<file path="src/rtl/serial_adder_if.sv">
// serial_adder_if: operand/result bus of the bit-serial adder.
//   in_valid/in_ready/a/b        : operand handshake (master -> adder)
//   out_valid/out_ready/sum/
//   carry_out                    : result handshake (adder -> master)
//   busy                         : adder is stepping through operand bits
//   fsm_state                    : adder state for observation (IDLE=0, SHIFT=1, HOLD=2)
// The master modport is the side that supplies operands and takes results.
// The slave modport is the adder.
interface serial_adder_if #(
  parameter int WIDTH = 8
);
  logic             in_valid;
  logic             in_ready;
  logic [WIDTH-1:0] a;
  logic [WIDTH-1:0] b;
  logic             out_valid;
  logic             out_ready;
  logic [WIDTH-1:0] sum;
  logic             carry_out;
  logic             busy;
  logic [1:0]       fsm_state;

  modport master (
    output in_valid, a, b, out_ready,
    input  in_ready, out_valid, sum, carry_out, busy, fsm_state
  );

  modport slave (
    input  in_valid, a, b, out_ready,
    output in_ready, out_valid, sum, carry_out, busy, fsm_state
  );
endinterface

</file>
<file path="src/rtl/serial_adder.sv">
// serial_adder: bit-serial unsigned adder. Adds two WIDTH-bit operands
// LSB-first, one bit per clock, with a single full-adder cell and a
// registered carry. Returns {carry_out, sum} == a + b.
//   clk  : rising-edge clock
//   rst  : synchronous, active-high reset
//   bus  : serial_adder_if.slave (operand and result handshakes, busy,
//          fsm_state for observation)
//
// Handshakes: a transfer happens on a rising edge where valid and ready
// are both high. The producer keeps valid (and data) asserted until that
// edge; ready never depends combinationally on valid. Operands are taken
// only in IDLE; a result is offered only in HOLD and held there (sum,
// carry_out, out_valid stable) until out_ready is seen.
module serial_adder #(
  parameter int WIDTH = 8
) (
  input  logic                clk,
  input  logic                rst,
  serial_adder_if.slave       bus
);

  localparam int CW = (WIDTH > 1) ? $clog2(WIDTH) : 1;

  typedef enum logic [1:0] {
    IDLE  = 2'd0,
    SHIFT = 2'd1,
    HOLD  = 2'd2
  } state_t;

  state_t           state;
  state_t           state_nxt;

  logic [WIDTH-1:0] a_sh;
  logic [WIDTH-1:0] b_sh;
  logic [WIDTH-1:0] res_sh;
  logic [WIDTH-1:0] sum_q;
  logic             carry;
  logic             cout_q;
  logic [CW-1:0]    cnt;

  logic             s_bit;
  logic             c_bit;
  logic             last_bit;
  logic [WIDTH-1:0] res_nxt;

  // Single full-adder cell working on the current LSBs.
  assign s_bit    = a_sh[0] ^ b_sh[0] ^ carry;
  assign c_bit    = (a_sh[0] & b_sh[0]) | (a_sh[0] & carry) | (b_sh[0] & carry);
  assign last_bit = (cnt == CW'(WIDTH - 1));
  // New sum bit enters at the MSB; after WIDTH steps bit 0 sits at the LSB.
  assign res_nxt  = {s_bit, res_sh[WIDTH-1:1]};

  // State register
  always_ff @(posedge clk) begin
    if (rst) begin
      state <= IDLE;
    end else begin
      state <= state_nxt;
    end
  end

  // Next-state logic
  always_comb begin
    state_nxt = state;
    case (state)
      IDLE:    if (bus.in_valid)  state_nxt = SHIFT;
      SHIFT:   if (last_bit)      state_nxt = HOLD;
      HOLD:    if (bus.out_ready) state_nxt = IDLE;
      default:                    state_nxt = IDLE;
    endcase
  end

  // Datapath
  always_ff @(posedge clk) begin
    if (rst) begin
      a_sh   <= '0;
      b_sh   <= '0;
      res_sh <= '0;
      sum_q  <= '0;
      carry  <= 1'b0;
      cout_q <= 1'b0;
      cnt    <= '0;
    end else begin
      case (state)
        IDLE: begin
          if (bus.in_valid) begin
            a_sh  <= bus.a;
            b_sh  <= bus.b;
            carry <= 1'b0;
            cnt   <= '0;
          end
        end
        SHIFT: begin
          a_sh   <= a_sh >> 1;
          b_sh   <= b_sh >> 1;
          res_sh <= res_nxt;
          carry  <= c_bit;
          if (last_bit) begin
            // Counter parks at WIDTH-1; it is reloaded on the next acceptance.
            sum_q  <= res_nxt;
            cout_q <= c_bit;
          end else begin
            cnt <= cnt + CW'(1);
          end
        end
        default: begin
        end
      endcase
    end
  end

  // in_ready is masked by rst so it reads 0 while reset is held.
  assign bus.in_ready  = (state == IDLE) && !rst;
  assign bus.out_valid = (state == HOLD);
  assign bus.busy      = (state == SHIFT);
  assign bus.sum       = sum_q;
  assign bus.carry_out = cout_q;
  assign bus.fsm_state = state;

endmodule

</file>
<file path="src/flat_wrapper.sv">
// flat-port wrapper written by rule: the top's interface ports become plain ports
module serial_adder_flat 
#(
  parameter int WIDTH = 8
)
  (clk, rst, bus_in_valid, bus_a, bus_b, bus_out_ready, bus_in_ready, bus_out_valid, bus_sum, bus_carry_out, bus_busy, bus_fsm_state);
  serial_adder_if #(.WIDTH(WIDTH)) bus_i ();
  input  logic clk;
  input  logic rst;
  input wire logic [$bits(bus_i.in_valid)-1:0] bus_in_valid;
  input wire logic [$bits(bus_i.a)-1:0] bus_a;
  input wire logic [$bits(bus_i.b)-1:0] bus_b;
  input wire logic [$bits(bus_i.out_ready)-1:0] bus_out_ready;
  output wire logic [$bits(bus_i.in_ready)-1:0] bus_in_ready;
  output wire logic [$bits(bus_i.out_valid)-1:0] bus_out_valid;
  output wire logic [$bits(bus_i.sum)-1:0] bus_sum;
  output wire logic [$bits(bus_i.carry_out)-1:0] bus_carry_out;
  output wire logic [$bits(bus_i.busy)-1:0] bus_busy;
  output wire logic [$bits(bus_i.fsm_state)-1:0] bus_fsm_state;
  assign bus_i.in_valid = bus_in_valid;
  assign bus_i.a = bus_a;
  assign bus_i.b = bus_b;
  assign bus_i.out_ready = bus_out_ready;
  assign bus_in_ready = bus_i.in_ready;
  assign bus_out_valid = bus_i.out_valid;
  assign bus_sum = bus_i.sum;
  assign bus_carry_out = bus_i.carry_out;
  assign bus_busy = bus_i.busy;
  assign bus_fsm_state = bus_i.fsm_state;
  serial_adder #(.WIDTH(WIDTH)) u_core (.clk(clk), .rst(rst), .bus(bus_i));
endmodule
</file>
<file path="config.mk">
export PLATFORM = sky130hd
export DESIGN_NAME = serial_adder_flat
export DESIGN_NICKNAME = d
export VERILOG_FILES = /design/src/rtl/serial_adder_if.sv /design/src/rtl/serial_adder.sv /design/src/flat_wrapper.sv
export SDC_FILE = /design/constraint.sdc
export NUM_CORES = 1
export LEC_CHECK = 0
export BUFFER_PORTS_ARGS = -buffer_cell sky130_fd_sc_hd__buf_2
export CAP_MARGIN = 20
export CORE_MARGIN = 10
export CORE_UTILIZATION = 57
export DETAILED_ROUTE_END_ITERATION = 6
export MAX_ROUTING_LAYER = met4
export PLACE_DENSITY = 0.82
export REMOVE_ABC_BUFFERS = 1
export SETUP_SLACK_MARGIN = 0.4
export SLEW_MARGIN = 10
export SYNTH_ARGS = -nofsm -noshare
export SYNTH_HDL_FRONTEND = slang
export SYNTH_SLANG_ARGS = --single-unit
</file>
<file path="constraint.sdc">
create_clock -name clk -period 2.25 [get_ports clk]
set_clock_uncertainty 0.1 [all_clocks]
set_input_delay 0.45 -clock clk [delete_from_list [all_inputs] [get_ports clk]]
set_output_delay 0.45 -clock clk [all_outputs]
set_load 0.01 [all_outputs]
</file>
# Word level (Yosys, flattened, before mapping)

Cells that the tools add are included.

Bitwise logic cells: 7
Add/subtract/negate cells: 1
Mux-type cells: 13
Equal/unequal tests: 7
Reductions and logical operators: 8

Operators with widths:

| operator            | number |
|---|---|
| $pmux 8 s2          | 2 |
| $mux 8              | 2 |
| $mux 2              | 3 |
| $mux 3              | 2 |
| $ne 2x2->1 const B  | 3 |
| $pmux 2 s3          | 1 |
| $pmux 3 s2          | 1 |
| $reduce_and 3->1    | 2 |
| $reduce_and 2->1    | 2 |
| $add 3x1->3 const B | 1 |
| $and 1x1->1         | 3 |
| $eq 3x3->1 const B  | 1 |
| $eq 2x1->1 const B  | 1 |
| $eq 2x2->1 const B  | 1 |
| $logic_not 2->1     | 1 |
| $ne 2x1->1 const B  | 1 |
| $or 1x1->1          | 2 |
| $pmux 1 s2          | 1 |
| $reduce_bool 2->1   | 1 |
| $xor 1x1->1         | 2 |
| $logic_and 1x1->1   | 1 |
| $logic_not 1->1     | 1 |
| $mux 1              | 1 |

Register bits: 39
Output and inout port bits: 14
Logic and storage cells: 44
Bits of input ports: 20

# Longest topological paths before layout

Word-level depth: 4
Depth in mapped cells: 7
Mapped depth without buffers: 5

# Worst setup path before layout

No wires, ideal clock.

Path type: reg2out
Start point: register u_core.state[0], in the netlist u_core.bus.fsm_state[0]
End point: output port bus_in_ready
Buffers on the path: 2
Arrival: 963 ps
Stages on the path, launching flop included: 4
Required time: 1700 ps
Setup slack: 737 ps
Cell sequence: dfxtp_1 > buf_6 > buf_2 > nor3_1

Word-level cells in the longest chain between the ends: 2

Ends and longest elaborated chain:

| element                | line                | text |
|---|---|---|
| from (decl)            | serial_adder.sv:30  | `state_t state;` |
| from (signal assigned) | serial_adder.sv:58  | `state <= state_nxt;` |
| $logic_not 2->1        | serial_adder.sv:113 | `assign bus.in_ready = (state == IDLE) && !rst;` |
| $logic_and 1x1->1      | serial_adder.sv:113 |  |
| to (decl)              | flat_wrapper.sv:14  | `output wire logic [$bits(bus_i.in_ready)-1:0] bus_in_ready;` |

Every way passes these cells.

# Final worst setup path

Start point: register u_core.state[1], in the netlist u_core.bus.fsm_state[1]
End point: output port bus_busy

Word-level cells in the longest chain between the ends: 1

Ends and longest elaborated chain:

| element    | line                | text |
|---|---|---|
| $eq 2x1->1 | serial_adder.sv:115 | `assign bus.busy = (state == SHIFT);` |
| to (decl)  | flat_wrapper.sv:18  | `output wire logic [$bits(bus_i.busy)-1:0] bus_busy;` |

Every way passes these cells.

==> results_dict.tcl <==
set metrics [dict create \
    core_area_sq_mm 0.002781 \
    peakVddDrop_mv 0.7102 \
    fillers 235 \
    power_frac_seq_pct 53.5 \
    p_per_area_mw_per_mm2 715.5 \
    numCtsBuffers 5 \
    ys_ff_latch 38 \
    post-route-drc-count 0 \
    clockPowerShare_pct 35.0 \
    htree_levels 2 \
    rows 19 \
    tightest_slew_ns 0.4529 \
    die_x_um 74.18 \
    yosysWarnings 0 \
    grt_usage_pct 13.95 \
    dp_slack_ns 0.5483 \
    boundaryPins 34 \
    synth_area_sq_mm 0.001673 \
    crit_required_ns 1.70 \
    ys.flop_type "dfxtp_1" \
    synth_area_leaders "dfxtp_1 45%, mux2i_1 9.0%, nand2_1 5.8%, a21oi_1 5.4%, a211oi_2 4.5%" \
    gp_congestion 0.8397 \
    wl_per_cell_um 14.60 \
    ctsHoldBuffers 0 \
    fin_nets 232 \
    async_flop_share_pct 0 \
    p_leak_nw 0.7654 \
    status "finished, final reports clean" \
    end_kind "output pin" \
    cts_tree "yes" \
    clk_latency_ns 0.34 \
    antenna_cells 0 \
    grt_pass1_wl_mm 5.961 \
    crit_type "reg -> out" \
    min_period_over_period_pct 83.09 \
    firstDrtPassIters 4 \
    maxCapViolations 0 \
    die_area_sq_mm 0.005502 \
    synth_top_area_cell "dfxtp_1" \
    period_needed_ns 1.870 \
    r2r.worst_path.cells 5 \
    dp_hpwl_mm 2.465 \
    p_switching_mw 0.3209 \
    clkTransAtPathRegs_ns 0.12 \
    synth_top_area_share_pct 45.47 \
    drive_gt1_share_pct 29.19 \
    area_growth_pct 12.79 \
    clock_sinks 38 \
    setup_viol 0 \
    setup_slack_ns 0.3804 \
    initial_core_util_pct 60.14 \
    hold_path.class "in -> reg" \
    hold_violations 0 \
    cp.arrival_ns 1.32 \
    portBuffers 33 \
    antenna_found_initial 0 \
    p_int_mw 1.029 \
    clk_path_buf_depth 2 \
    grt_max_degree 39 \
    drt-initial-drc-count 114 \
    die_h_um 74.18 \
    drv_slew 0 \
    min_path_cells 3 \
    via_count 1317 \
    synth_edf_count 0 \
    cp-start-kind "register" \
    ys_seq_area_share_pct 45.47 \
    netlist_instances 178 \
    routed_via_density 5.488 \
    relSlewSlack_pct 69.75 \
    swShare_pct 23.77 \
    yosys.cell_count.top_type "dfxtp_1" \
    synth.distinct_cells 28 \
    clock-root-buffer "clkbuf_4" \
    avgSynthCellArea_sq_um 9.398 \
    antenna_left 0 \
    grt_pass1_vias 1393 \
    drt_wl_total_mm 3.504 \
    synth_common_cells "38 x dfxtp_1, 26 x nand2_1, 18 x a21oi_1, 15 x mux2i_1" \
    fmax_mhz 534.9 \
    combPwrFrac_pct 11.5 \
    cp_max_fo 18 \
    grt-ovfl-total 0 \
    rsz0062_at_grt "true" \
    tns_ns 0 \
    whs_ns 0.2495 \
]
==> through the flow <==
step	cell area [sq um]	utilization, %	power [mW]	std cells
after floorplan	1549	-	0.8309	163
after global placement	1790	64.37	0.8803	232
after detailed placement	1790	64.37	0.8903	232
after CTS	1876	67.43	1.360	239
after global routing	1887	67.84	1.408	240
final	1887	67.84	1.350	240
==> cells in the final DEF, fill, tap and decap left out, types with 2 or more instances in the layout <==
| cell type | count |
|---|---|
| a211oi_1 | 8 |
| a31oi_1 | 3 |
| buf_4 | 5 |
| nand3_1 | 13 |
| nor2_1 | 13 |
| clkbuf_4 | 5 |
| nor2_2 | 6 |
| dfxtp_1 | 37 |
| a21oi_1 | 18 |
| nor3_1 | 2 |
| nand2_1 | 26 |
| a211oi_2 | 6 |
| buf_2 | 33 |
| mux2i_1 | 15 |
| a32oi_1 | 2 |
| ha_1 | 2 |
==> worst paths after layout <==
path,start,end,slack (ns)
max,u_core.bus.fsm_state[1],bus_busy,0.38
min,bus_out_ready,u_core.bus.fsm_state[1],0.25
max reg2reg,u_core.bus.fsm_state[0],u_core.a_sh[2],0.67
min reg2reg,u_core.bus.sum[4],u_core.bus.sum[4],0.36
==> power by group through the flow <==
stage	Clock, mW	Combinational [mW]	Sequential (mW)
2_1_floorplan	0	0.0878	0.743
3_3_place_gp	0	0.145	0.735
3_5_place_dp	0	0.153	0.737
4_1_cts	0.483	0.155	0.722
5_1_grt	0.509	0.173	0.726
6_report	0.472	0.155	0.722
==> logic make-up (layout without fill, tap and decap cells) <==
family,count (synthesis),count (layout),synth area share (%)
AND/OR/NAND/NOR,65,65,17.58
AO/OA/AOI/OAI,40,40,17.13
flip-flops,38,38,45.47
buffers and inverters,17,48,8.153
multiplexers,15,15,8.975
adder cells (fa/ha/maj),3,3,2.692
==> critical path, stage by stage, from the launching register on <==
cell and delay [ns]:
dfxtp_2 0.39, nand2b_2 0.28, inv_6 0.15, buf_2 0.15
==> per-layer routing <==
metal	vias to the layer above	part of all wire (%)	track usage (%)
met5	-	0	-
met4	0	1.5	5.383
met3	6	5.3	3.590
met2	31	50	24.81
met1	596	43	14.32
li1	684	-	-
==> flip-flops by register name, summed over array words and instances (netlist names) <==
name / flops
u_core.a_sh: 8
u_core.b_sh: 8
u_core.bus.carry_out: 1
u_core.bus.fsm_state: 2
u_core.bus.sum: 8
u_core.carry: 1
u_core.cnt: 3
u_core.res_sh: 7
==> cell type report <==
class | instances | area (sq um) | area share, %
clock buffer | 6 | 51.30 | 2.719
clock inverter | 1 | 30.03 | 1.592
inverter | 2 | 12.51 | 0.6631
multi-input combinational | 123 | 778.2 | 41.25
sequential | 38 | 762.0 | 40.38
tap | 31 | 38.79 | 2.056
timing repair buffer | 39 | 214.0 | 11.34
==> what timing repair did <==
action                                  4_1_cts  5_1_grt
pin swaps                                     0        1
gates resized for setup                       2        1
setup buffers                                 0        1
endpoints found under the setup margin        1       11
(Power assumes the default switching activity.)
